$ cat src/rtl/dct_pkg.sv
// Shared types and the 8x8 DCT-II coefficient table (Q0.32, signed) used by the row sequencer.
package dct_pkg;

  localparam int DCT_N = 8;

  typedef enum logic [1:0] {IDLE, ISSUE, WAIT, OUT} dct_state_e;

  // round(alpha(u) * cos(k*pi/16) * 2^32); CD is the DC row (sqrt(1/8)), equal to C4.
  localparam logic signed [31:0] CD = 32'sd1518500250;
  localparam logic signed [31:0] C1 = 32'sd2106220352;
  localparam logic signed [31:0] C2 = 32'sd1984016189;
  localparam logic signed [31:0] C3 = 32'sd1785567396;
  localparam logic signed [31:0] C4 = 32'sd1518500250;
  localparam logic signed [31:0] C5 = 32'sd1193077991;
  localparam logic signed [31:0] C6 = 32'sd821806413;
  localparam logic signed [31:0] C7 = 32'sd418953276;

  // Index is row*8 + lane.
  localparam logic signed [31:0] DCT_COEF [0:63] = '{
    CD,  CD,  CD,  CD,  CD,  CD,  CD,  CD,
    C1,  C3,  C5,  C7, -C7, -C5, -C3, -C1,
    C2,  C6, -C6, -C2, -C2, -C6,  C6,  C2,
    C3, -C7, -C1, -C5,  C5,  C1,  C7, -C3,
    C4, -C4, -C4,  C4,  C4, -C4, -C4,  C4,
    C5, -C1,  C7,  C3, -C3, -C7,  C1, -C5,
    C6, -C2,  C2, -C6, -C6,  C2, -C2,  C6,
    C7, -C5,  C3, -C1,  C1, -C3,  C5, -C7
  };

  // Inverse transform reads the transposed matrix: lane x of row u gets C[x][u].
  function automatic logic [5:0] coef_idx(input logic [2:0] row, input logic [2:0] lane,
                                          input logic inverse);
    return inverse ? {lane, row} : {row, lane};
  endfunction

endpackage

$ cat src/rtl/dct_coeff_rom.sv
// Combinational coefficient row lookup; 'inverse' selects the transposed matrix.
module dct_coeff_rom
  import dct_pkg::*;
#(
  parameter int DATA_WIDTH = 32
) (
  input  logic [2:0]                  row,
  input  logic                        inverse,
  output logic [DATA_WIDTH*DCT_N-1:0] coeff
);

  if (DATA_WIDTH != 32) begin : g_bad_width
    $error("dct_coeff_rom: coefficient table is built for DATA_WIDTH=32");
  end

  always_comb begin
    coeff = '0;
    for (int x = 0; x < DCT_N; x++)
      coeff[x*DATA_WIDTH +: DATA_WIDTH] = DCT_COEF[coef_idx(row, 3'(x), inverse)];
  end

endmodule

$ cat src/rtl/dct_row_sched.sv
// Sequences one 8-sample vector through the shared 8-tap MAC (eight coefficient rows),
// collects the results and streams them out with backpressure.
module dct_row_sched
  import dct_pkg::*;
#(
  parameter int DATA_WIDTH = 32,
  parameter int DATA_DEPTH = 8
) (
  input  logic                        clk,
  input  logic                        reset,
  input  logic                        in_valid,
  output logic                        in_ready,
  input  logic [DATA_WIDTH*DCT_N-1:0] in_data,
  input  logic                        in_inverse,
  output logic [DATA_WIDTH*DCT_N-1:0] mac_data,
  output logic [DATA_WIDTH*DCT_N-1:0] mac_coeff,
  input  logic [DATA_WIDTH-1:0]       mac_result,
  output logic                        out_valid,
  input  logic                        out_ready,
  output logic [DATA_WIDTH-1:0]       out_data,
  output logic [2:0]                  out_index,
  output logic                        out_last,
  output logic                        busy
);

  localparam int VW = DATA_WIDTH * DCT_N;

  if (DATA_DEPTH != DCT_N) begin : g_bad_depth
    $error("dct_row_sched: DATA_DEPTH must be 8");
  end

  dct_state_e            state_q, state_d;
  logic [2:0]            cnt_q, cnt_d;
  logic [VW-1:0]         samp_q, samp_d;
  logic                  inv_q, inv_d;
  logic [DATA_WIDTH-1:0] buf_q [DCT_N];
  logic [DATA_WIDTH-1:0] buf_d [DCT_N];

  logic                  in_ready_q, in_ready_d;
  logic                  busy_q, busy_d;
  logic                  out_valid_q, out_valid_d;
  logic                  out_last_q, out_last_d;
  logic [2:0]            out_index_q, out_index_d;
  logic [DATA_WIDTH-1:0] out_data_q, out_data_d;
  logic [VW-1:0]         mac_data_q, mac_data_d;
  logic [VW-1:0]         mac_coeff_q, mac_coeff_d;
  logic [VW-1:0]         rom_coeff;

  // Looked up with the next-cycle row so the operand registers line up with ISSUE.
  dct_coeff_rom #(.DATA_WIDTH(DATA_WIDTH)) u_rom (
    .row     (cnt_d),
    .inverse (inv_d),
    .coeff   (rom_coeff)
  );

  always_comb begin
    state_d = state_q;
    cnt_d   = cnt_q;
    samp_d  = samp_q;
    inv_d   = inv_q;
    buf_d   = buf_q;
    case (state_q)
      IDLE: if (in_valid) begin
        samp_d  = in_data;
        inv_d   = in_inverse;
        cnt_d   = '0;
        state_d = ISSUE;
      end
      ISSUE: begin
        // MAC output is one cycle behind the row being issued.
        if (cnt_q != 3'd0) buf_d[cnt_q - 3'd1] = mac_result;
        cnt_d = cnt_q + 3'd1;
        if (cnt_q == 3'd7) state_d = WAIT;
      end
      WAIT: begin
        buf_d[DCT_N-1] = mac_result;
        cnt_d          = '0;
        state_d        = OUT;
      end
      OUT: if (out_ready) begin
        cnt_d = cnt_q + 3'd1;
        if (cnt_q == 3'd7) state_d = IDLE;
      end
      default: state_d = IDLE;
    endcase

    in_ready_d  = (state_d == IDLE);
    busy_d      = (state_d != IDLE);
    out_valid_d = (state_d == OUT);
    out_index_d = out_valid_d ? cnt_d : 3'd0;
    out_last_d  = out_valid_d && (cnt_d == 3'd7);
    out_data_d  = out_valid_d ? buf_d[cnt_d] : '0;
    mac_data_d  = (state_d == ISSUE) ? samp_d : '0;
    mac_coeff_d = (state_d == ISSUE) ? rom_coeff : '0;
  end

  always_ff @(posedge clk) begin
    if (reset) begin
      state_q     <= IDLE;
      cnt_q       <= '0;
      samp_q      <= '0;
      inv_q       <= 1'b0;
      in_ready_q  <= 1'b1;
      busy_q      <= 1'b0;
      out_valid_q <= 1'b0;
      out_last_q  <= 1'b0;
      out_index_q <= '0;
      out_data_q  <= '0;
      mac_data_q  <= '0;
      mac_coeff_q <= '0;
    end else begin
      state_q     <= state_d;
      cnt_q       <= cnt_d;
      samp_q      <= samp_d;
      inv_q       <= inv_d;
      in_ready_q  <= in_ready_d;
      busy_q      <= busy_d;
      out_valid_q <= out_valid_d;
      out_last_q  <= out_last_d;
      out_index_q <= out_index_d;
      out_data_q  <= out_data_d;
      mac_data_q  <= mac_data_d;
      mac_coeff_q <= mac_coeff_d;
    end
  end

  // Result buffer is always overwritten before it is read, so it carries no reset.
  always_ff @(posedge clk) buf_q <= buf_d;

  assign in_ready  = in_ready_q;
  assign busy      = busy_q;
  assign out_valid = out_valid_q;
  assign out_last  = out_last_q;
  assign out_index = out_index_q;
  assign out_data  = out_data_q;
  assign mac_data  = mac_data_q;
  assign mac_coeff = mac_coeff_q;

endmodule

$ cat config.mk
export PLATFORM = sky130hd
export DESIGN_NAME = dct_row_sched
export DESIGN_NICKNAME = d
export VERILOG_FILES = /design/src/rtl/dct_pkg.sv /design/src/rtl/dct_coeff_rom.sv /design/src/rtl/dct_row_sched.sv
export SDC_FILE = /design/constraint.sdc
export NUM_CORES = 1
export LEC_CHECK = 0
export BUFFER_PORTS_ARGS = -buffer_cell sky130_fd_sc_hd__buf_2
export CELL_PAD_IN_SITES_DETAIL_PLACEMENT = 1
export CELL_PAD_IN_SITES_GLOBAL_PLACEMENT = 1
export CORE_MARGIN = 5
export CORE_UTILIZATION = 40
export DETAILED_ROUTE_END_ITERATION = 8
export PLACE_DENSITY_LB_ADDON = 0.1
export RECOVER_POWER = 50
export SLEW_MARGIN = 25
export SYNTH_ARGS = -nofsm -noshare
export SYNTH_HDL_FRONTEND = slang
export SYNTH_SLANG_ARGS = --single-unit
$ cat constraint.sdc
create_clock -name clk -period 10.5 [get_ports clk]
set_input_delay 0 -clock clk [delete_from_list [all_inputs] [get_ports clk]]
set_output_delay 0 -clock clk [all_outputs]
set_load 0.01 [all_outputs]
**Yosys cells after proc, flatten, opt, wreduce, memory -nomap -nowiden**

Memory sizes are Yosys's and may differ from the RTL's. A register that Yosys moved wholly into a read port is not among the register bits.
Index checks and enable logic that the tools add are counted.

- Output and inout port bits: 551
- Register bits after elaboration: 813
- Memories: 8
- Bits of input ports: 293
- Logic and storage cells: 88
- Bits in read-only memories: 16384

- Reductions and logical operators: 8
- Order comparisons: 3
- Eq/ne operators: 7
- $add $sub $neg: 2
- Mux-type cells: 29
- Bitwise gates (word level): 12

Memory list:

| memory | words | bits a word | read ports | clocked after memory_dff | wr ports | RTL line | RTL |
|---|---|---|---|---|---|---|---|
| (no name shown) | 64 | 32 | 1 | 1 | 0 | dct_coeff_rom.sv:19 | `coeff[x*DATA_WIDTH +: DATA_WIDTH] = DCT_COEF[coef_idx(row, 3'(x), inverse)];` |
| (no name shown) | 64 | 32 | 1 | 1 | 0 | dct_coeff_rom.sv:19 |  |
| (no name shown) | 64 | 32 | 1 | 1 | 0 | dct_coeff_rom.sv:19 |  |
| (no name shown) | 64 | 32 | 1 | 1 | 0 | dct_coeff_rom.sv:19 |  |
| (no name shown) | 64 | 32 | 1 | 1 | 0 | dct_coeff_rom.sv:19 |  |
| (no name shown) | 64 | 32 | 1 | 1 | 0 | dct_coeff_rom.sv:19 |  |
| +2 memories | n/a | n/a | n/a | n/a | n/a | n/a |  |

Operator list:

| kind | number |
|---|---|
| $mux 256 | 3 |
| $bwmux 256 | 1 |
| $mux 224 | 1 |
| $bmux 32 s3 | 1 |
| $demux 32 s3 | 1 |
| $mux 32 | 3 |
| $pmux 32 s2 | 1 |
| $not 6->7 | 8 |
| $mux 6 | 8 |
| $pmux 3 s4 | 1 |
| $ge 4x4->1 const B | 2 |
| $mux 2 | 4 |
| $not 3->4 | 2 |
| $pmux 2 s4 | 1 |
| $eq 2x2->1 const B | 3 |
| $eq 3x3->1 const B | 2 |
| $mux 3 | 2 |
| $eq 2x1->1 const B | 2 |
| $logic_not 2->1 | 2 |
| $lt 4x1->1 const B | 1 |
| $reduce_or 2->1 | 2 |
| $add 3x1->3 const B | 1 |
| $reduce_bool 3->1 | 1 |
| $sub 3x1->3 const B | 1 |
| other kinds (4) | 7 |

**Logic depth before layout (Yosys ltp)**

Gate-level depths: netlist of run 1.

- Depth in word-level cells: 12
- Mapped depth: 15
- Depth with buffers taken out: 11

**Modules after synthesis**

A second synthesis of run 1 with hierarchy kept.

- Cells, all modules: 4372
- Area, all modules: 42204.2 sq um

By module, submodules not included:

| module | area an instance (sq um) | instances | cells an instance | sequential area each (sq um) |
|---|---|---|---|---|
| dct_row_sched | 35151.2 | 1 | 3143 | 21400.5 |
| dct_coeff_rom | 7053.0 | 1 | 1229 | 0.0 |

**Worst setup path before layout of run 1**

OpenSTA, ideal clock, no wires.

- Path kind: reg-to-reg
- Start: register cnt_q[0]
- End: register mac_coeff_q[120] (netlist: mac_coeff[120])
- Slack: 6813 ps
- Library setup time: 74 ps
- Arrival time: 3613 ps
- Required time: 10426 ps
- Period minus slack after synthesis: 3687 ps
- Cell stages (with the launch flop): 16
- Buffers on the path: 4
- Path through: dfxtp_1 > buf_2 > inv_1 > ha_1 > mux2i_1 > o221a_2 > buf_2 > buf_1 > nand2_1 > ha_1 > clkbuf_1 > inv_1 > a211oi_4 > o21ai_0 > a211o_1 > o21ai_0

- Cells in the longest elaborated chain, start to end: 7
- Elaborated cells between the ends (all ways): 14
- Classes of those cells: add/sub: 1; eq/ne: 2; mux: 8; bitwise: 2; reduce/logical: 1

RTL lines:

| item | RTL line | RTL |
|---|---|---|
| start: declaration | dct_row_sched.sv:33 | `logic [2:0] cnt_q, cnt_d;` |
| start signal: assignment | dct_row_sched.sv:113 | `cnt_q <= cnt_d;` |
| $eq 3x3->1 | dct_row_sched.sv:73, dct_row_sched.sv:82 |  |
| $mux 2 | dct_row_sched.sv:82 | `if (cnt_q == 3'd7) state_d = IDLE;` |
| $mux 2 | dct_row_sched.sv:80 | `OUT: if (out_ready) begin` |
| $pmux 2 s4 | dct_row_sched.sv:62 | `case (state_q)` |
| $eq 2x1->1 | dct_row_sched.sv:94 | `mac_coeff_d = (state_d == ISSUE) ? rom_coeff : '0;` |
| $not 1->1 (no line) | n/a |  |
| $reduce_or 2->1 (no line) | n/a |  |
| end: declaration | dct_row_sched.sv:46 | `logic [VW-1:0] mac_coeff_q, mac_coeff_d;` |

Several ways; a longest one is shown, not always the timed one.
A chain may end at the register's enable or synchronous reset.

**Final worst setup path of run 1**

- Start: register state_q[0]
- End: register mac_coeff_q[122] (netlist: mac_coeff[122])

- Cells in the longest elaborated chain, start to end: 6
- Elaborated cells between the ends (all ways): 16
- Classes of those cells: eq/ne: 4; mux: 8; bitwise: 2; reduce/logical: 2

RTL lines:

| item | RTL line | RTL |
|---|---|---|
| start: declaration | dct_row_sched.sv:32 | `dct_state_e state_q, state_d;` |
| start signal: assignment | dct_row_sched.sv:112 | `state_q <= state_d;` |
| $mux 2 | dct_row_sched.sv:82 |  |
| $mux 2 | dct_row_sched.sv:80 |  |
| $pmux 2 s4 | dct_row_sched.sv:62 |  |
| $eq 2x1->1 | dct_row_sched.sv:94 |  |
| $not 1->1 (no line) | n/a |  |
| $reduce_or 2->1 (no line) | n/a |  |

Several ways; a longest one is shown, not always the timed one.

==> flow_metrics.tcl, run 1 <==
set metrics [dict create \
    drc_errors 0 \
    fmax_ghz 0.154 \
    hold_viol 0 \
    violations "capacitance limit, slew limit" \
    crit_path_max_incr_delay_ns 1.20 \
    synth_nets 4413 \
    num_rows 116 \
    die-area_sq_mm 0.106 \
    hold_class "primary input to flip-flop" \
    syn_area_per_cell_sq_um 9.80 \
    synth_edf_count 0 \
    critPathTopFamily "simple AND/OR/NAND/NOR gates" \
    antenna_found_initial 20 \
    instances_no_fill 6399 \
    p_per_area_mw_per_mm2 268 \
    rsz0062_at_grt "no" \
    place.gp.congestion 0.913 \
    cp-start-kind "flip-flop" \
    slew_violations 420 \
    die_h_um 326 \
    initialDrtViolationCount 3160 \
    finalSetupTns_ns 0 \
    synth.area.top_cells "dfxtp_1 (53%), mux2i_1 (7.4%), mux2_2 (6.3%)" \
    grt_pass1_vias 37582 \
    syn_inst 4078 \
    maxCapViolations 10 \
    synth-seq-cells 1061 \
    firstDrtPassIters 5 \
    cts_resized 0 \
    synth.distinct_cells 87 \
    wl_per_cell_um 27.7 \
    viasPerCell 5.69 \
    syn_to_final_growth_pct 27.0 \
    synth_area_sq_mm 0.0399 \
    crit_chain "inv_1 > ha_1 > nand2_1 > a21o_4 > buf_4 > nand2_1 > ha_1 > inv_1 > a211oi_4 > o21ai_0 > a211o_1 > o21ai_0" \
    cts_sinks 1061 \
    core_sq_mm 0.0996 \
    leakage_nw 21.0 \
    critical_path_class "flip-flop to flip-flop" \
    cp.arrival_ns 7.12 \
    tightestPinTransition_ns 4.03 \
    cts_max_level 3 \
    worstPathRequired_ns 11.11 \
    vias 36388 \
    yosys.area.top_type "dfxtp_1" \
    ant_nets 0 \
    start_util_pct 40.1 \
    synthFlopType "dfxtp_1" \
    clock_latency_ns 0.70 \
    cp_slowest_cell "nand2_1" \
    cts_buffers 110 \
    cts_setup_buffers 0 \
    placed_cells 5880 \
    async_reset_ff_share_pct 0 \
    r2r_cells 12 \
    path_depth 12 \
    die_w_um 326 \
    drive_gt1_share_pct 15.0 \
    cts_tree "yes" \
    grt_pass1_wl_um 257000 \
    seq_area_frac_synth_pct 53.2 \
    hold_depth 4 \
    hpwl_um 114000 \
    cts-root-buf "clkbuf_16" \
    min_period_over_period_pct 62.0 \
    ir_drop_v 0.000178 \
    ios 844 \
    period_minus_slack_ns 6.51 \
    synth_top_area_share_pct 53.2 \
    track_usage_pct 31.7 \
    final_nets 5333 \
    finalSetupViolations 0 \
    clockBufferDepth 3 \
    critPathMaxFanout 55 \
    drt_wl_total_um 177000 \
    critical_path_buf_inv_count 3 \
    max_slew_margin_pct -169 \
    status "complete, but fails checks" \
    yosysWarnings 0 \
    grt_max_degree 196 \
    grt_overflow 0 \
    worst_setup_path_end_kind "flip-flop" \
    path_clk_slew_ns 0.06 \
    io_buffers 843 \
    fin_worst_skew_ns 0.0214 \
]
## report_power, final
group / internal [mW] / switching [mW] / total (mW)
sequential: 4.81 / 0.394 / 5.20
clock: 2.32 / 1.68 / 4.00
combinational: 1.36 / 3.04 / 4.41
## layout by cell type (no fill, tap or decap), types with 36 or more instances in the layout
master and instances:
dfxtp_1 1061, nor2_1 663, clkbuf_1 588, dlygate4sd3_1 303
mux2i_1 296, buf_2 291, nand2_1 232, a21oi_1 225
mux2_2 196, o21ai_0 180, a221oi_1 124, nand3_1 123
clkbuf_16 111, buf_4 49, a211oi_1 47, ha_1 42
nor3_1 39, o22ai_1 36
## flip-flops by register name, indices dropped and copies added, names as in the netlist
register,cells
out_last,1
out_valid,1
inv_q,1
mac_data,256
buf_q,256
samp_q,256
in_ready,1
busy,1
out_index,3
cnt_q,3
state_q,2
out_data,32
mac_coeff,248
## cells in the mapped netlist (all sizes together), types with 42 or more instances
cell type	count
a211oi	52
buf	189
clkbuf	210
mux2	225
dfxtp	1061
a21oi	226
nand3	123
nand2	236
o21ai	190
ha	42
nor2	677
mux2i	297
a221oi	125
## logic make-up (layout without fill, tap and decap cells)
| logic type | count (synthesis) | count (layout) | share of synthesized area (%) |
|---|---|---|---|
| AO/OA/AOI/OAI | 879 | 879 | 14.8 |
| AND/OR/NAND/NOR | 1157 | 1157 | 12.3 |
| adder cells (fa/ha/maj) | 42 | 42 | 1.32 |
| flip-flops | 1061 | 1061 | 53.2 |
| other | 0 | 14 | 0 |
| buffers and inverters | 416 | 1425 | 4.59 |
| multiplexers | 522 | 522 | 13.8 |
| XOR/XNOR | 1 | 1 | 0.0219 |
## worst register-to-register path: cells and delay by family, from the launching register on
kind            cells  cell delay, ns
compound gates      5            1.66
fa+ha+maj           2            1.40
buf+inv             3            1.25
flops               1            0.38
simple gates        2            1.74
## layer usage
layer / share of wire [%] / global-route usage [%]
met5: 0.039 / 0
met4: 5.9 / 15.7
met3: 8.5 / 9.18
met2: 46 / 51.7
met1: 39 / 38.3
## layout make-up
cell class                 instances  area [sq um]
antenna                           14          35.0
clock buffer                     169          3280
clock inverter                    32           392
fill                           11404         48800
inverter                          17          63.8
multi-input combinational       2601         17100
sequential                      1061         21200
tap                             1298          1620
timing repair buffer            1207          7060
## metrics by stage
step / cell area (sq um) / hold WS, ns / utilization (%) / setup WS, ns / power, mW
after floorplan: 39900 / 0.161 / - / 6.81 / 7.70
after global placement: 44700 / 0.254 / 44.9 / 4.88 / 9.46
after CTS: 51400 / 0.0592 / 51.7 / 4.94 / 13.6
final: 50700 / 0.118 / 51.0 / 3.99 / 13.6
after global routing: 50700 / 0.0985 / 51.0 / 3.70 / 14.2
after detailed placement: 44700 / 0.263 / 44.9 / 4.95 / 9.50
## timing repair
action,CTS,global route
endpoints found under the hold margin,806,0
hold buffers,303,0
endpoints found under the setup margin,0,0
## worst paths after layout
kind,start,endpoint,slack (ns)
min,in_data[120],samp_q[120],0.12
max,state_q[0],mac_coeff[122],3.99
max reg2reg,state_q[0],mac_coeff[122],3.99
min reg2reg,buf_q[41],buf_q[41],0.46
Note: power is estimated with default switching activity, not from simulation.
==> inputs of run 2 (changes only) <==
--- a/config.mk
+++ b/config.mk
@@ -5,12 +5,13 @@
 export SDC_FILE = /design/constraint.sdc
 export NUM_CORES = 1
 export LEC_CHECK = 0
+export ABC_AREA = 1
 export BUFFER_PORTS_ARGS = -buffer_cell sky130_fd_sc_hd__buf_2
 export CELL_PAD_IN_SITES_DETAIL_PLACEMENT = 1
 export CELL_PAD_IN_SITES_GLOBAL_PLACEMENT = 1
-export CORE_MARGIN = 5
-export CORE_UTILIZATION = 40
+export CORE_AREA = 5 5 330 332
 export DETAILED_ROUTE_END_ITERATION = 8
+export DIE_AREA = 0 0 335 337
 export PLACE_DENSITY_LB_ADDON = 0.1
 export RECOVER_POWER = 50
 export SLEW_MARGIN = 25
==> constraint.sdc (replaced) <==
create_clock -name clk -period 6.8 [get_ports clk]
set_input_delay 0 -clock clk [delete_from_list [all_inputs] [get_ports clk]]
set_output_delay 0 -clock clk [all_outputs]
set_load 0.01 [all_outputs]
==> run 2 against run 1 <==
Against the previous run:
- the flow still finishes with violations (capacitance limit, slew limit)
- sequential power increased by 35%
- cell count increased by 17%
- worst setup slack got worse by 2.7 ns
- power increased by 18%
- via count increased by 6.4%
- clock power increased by 55%
- flip-flop and latch count unchanged
- die area increased by 6.2%
- sequential share of layout area decreased by 0.12 points
- hold slack got worse by 0.041 ns
- largest cell class unchanged
==> flow_metrics.tcl, run 2 <==
set metrics [dict create \
    critical_path_class "flip-flop to flip-flop" \
    syn_area_per_cell_sq_um 7.99 \
    cts_tree "yes" \
    antenna_found_initial 45 \
    maxCapViolations 9 \
    synth_nets 5263 \
    tightestPinTransition_ns 3.35 \
    synth_area_sq_mm 0.0394 \
    r2r_end "out_data[25]" \
    finalSetupViolations 0 \
    hold_depth 6 \
    violations "capacitance limit, slew limit" \
    setup_ws_ns 1.29 \
    fin_worst_skew_ns 0.0478 \
    grt_max_degree 186 \
    hold_viol 0 \
    clockBufferDepth 3 \
    drive_gt1_share_pct 9.53 \
    syn_to_final_growth_pct 29.3 \
    clock_latency_ns 0.73 \
    fin_util_pct 48.0 \
    layout_commonest_cell "nand2_1" \
    synth_edf_count 0 \
    wl_met2_um 87300 \
    vias 38703 \
    hold_path_startpoint "out_ready" \
    hold_class "primary input to flip-flop" \
    start_util_pct 37.1 \
    grt_pass1_vias 39575 \
    cts-root-buf "clkbuf_16" \
    crit_start "cnt_q[0]" \
    max_slew_margin_pct -123 \
    cts_sinks 1061 \
    track_usage_pct 31.0 \
    cp.arrival_ns 6.12 \
    grt_overflow 0 \
    critPathMaxFanout 48 \
    yosysWarnings 0 \
    hpwl_um 124000 \
    rr_startpoint "cnt_q[0]" \
    synth.most_common_cell "nand2_1" \
    grt_pass1_wl_um 265000 \
    period_minus_slack_ns 5.51 \
    ir_drop_v 0.000212 \
    ant_nets 0 \
    async_reset_ff_share_pct 0 \
    viasPerCell 5.17 \
    die-area_sq_mm 0.113 \
    die_w_um 335 \
    path_clk_slew_ns 0.06 \
    pre_cts_ws_ns 1.76 \
    worstPathRequired_ns 7.41 \
    cts_buffers 111 \
    place.gp.congestion 0.969 \
    r2r_cells 13 \
    status "complete, but fails checks" \
    synth.distinct_cells 38 \
    seq_area_frac_synth_pct 54.0 \
    wl_met1_um 74300 \
    slew_violations 397 \
    cts_max_level 3 \
    io_buffers 843 \
    core_sq_mm 0.106 \
    fmax_ghz 0.182 \
    fin_hold_ws_ns 0.0769 \
    leakage_nw 24.3 \
    synth-seq-cells 1061 \
    num_rows 120 \
    p_per_area_mw_per_mm2 317 \
    synth.area.top_cells "dfxtp_1 (54%), nand2_1 (13%), nor2_1 (6.8%)" \
    min_period_over_period_pct 81.0 \
    final_cell_mix "nand2_1 (1333), dfxtp_1 (1061), nor2_1 (709)" \
    worst_setup_path_end_kind "flip-flop" \
    synthTopCellsByCount "nand2_1 (1335), dfxtp_1 (1061), nor2_1 (711)" \
    r2r_slack_ns 1.29 \
    cp-start-kind "flip-flop" \
    top_layer_used "met5" \
    die_h_um 337 \
    drt_wl_total_um 185000 \
    route.met3.wl_um 13600 \
    yosys.area.top_type "dfxtp_1" \
    ios 844 \
    wl_per_cell_um 24.7 \
    synth_top_area_share_pct 54.0 \
    hold_end "state_q[0]" \
    syn_inst 4928 \
    finalSetupTns_ns 0 \
    synthFlopType "dfxtp_1" \
    rsz0062_at_grt "no" \
    initialDrtViolationCount 2718 \
    firstDrtPassIters 5 \
    cts_setup_buffers 0 \
    final_nets 6308 \
    drc_errors 0 \
]
run 2: changes by cell type after synthesis, sizes merged, moves of 35 or more:
cell    change
nor2       +49
a22o       -35
nand2    +1112
clkbuf     -85
a211oi     -49
a221oi    -125
nand3     +171
o21ai     +140
inv       +264
mux2i      -41
mux2      -225
a21oi      -40
run 2: what timing repair did:
action,in CTS,in global routing
hold buffers,336,0
gates resized for setup,0,0
hold endpoints to repair,805,0
run 2: metrics by stage:
stage / power [mW] / std cells / instance area, sq um
3_3_place_gp: 9.81 / 6926 / 44500
6_report: 16.1 / 7489 / 50900
2_1_floorplan: 8.59 / 4928 / 39400
4_1_cts: 16.2 / 7464 / 51600
3_5_place_dp: 9.84 / 6926 / 44500
5_1_grt: 16.7 / 7485 / 50900
run 2: critical path, cell delays in order, from the launching register on:
cell	delay, ns
dfxtp_1	0.44
inv_1	0.15
ha_1	0.22
nand2_1	0.13
nand3_1	0.08
clkbuf_1	0.90
nor2_1	1.00
clkbuf_1	1.50
nand2_1	0.17
o211ai_1	0.19
nand3_1	0.11
nand3_1	0.10
nand2_1	0.08
nor2_1	0.33
run 2: how the worst max path moves through the flow:
stage	slack, ns	cells past startpoint	to
global route	0.78	13	out_data[25]
detailed placement	1.76	18	mac_coeff[248]
finish	1.29	13	out_data[25]
CTS	1.75	18	mac_coeff[248]
floorplan	3.48	20	mac_coeff[248]
global placement	1.98	18	mac_coeff[248]
run 2: kinds of logic after synthesis:
group / after synthesis / synth area share, %
mux: 256 / 6.51
buf+inv: 581 / 6.02
flops: 1061 / 54.0
simple gates: 2394 / 24.2
fa+ha+maj: 42 / 1.33
compound gates: 594 / 7.99
run 2: report_power, final:
group          internal (mW)  switching [mW]
combinational          0.877            2.03
clock                   3.48            2.71
sequential              6.73           0.277
run 2: cell type report:
cell class,instances,area (sq um)
repair buffers,1224,7260
well taps,1403,1760
clock buffers,154,3150
fillers,13069,55100
clock inverters,48,524
flip-flops and latches,1061,21200
multi-input cells,3286,15800
diodes,24,60.1
inverters,289,1090
run 2: routing by layer:
layer	track usage (%)	up-vias
li1	-	17812
met1	37.7	18805
met2	52.2	1553
met3	7.28	505
met4	14.1	28
met5	0	-
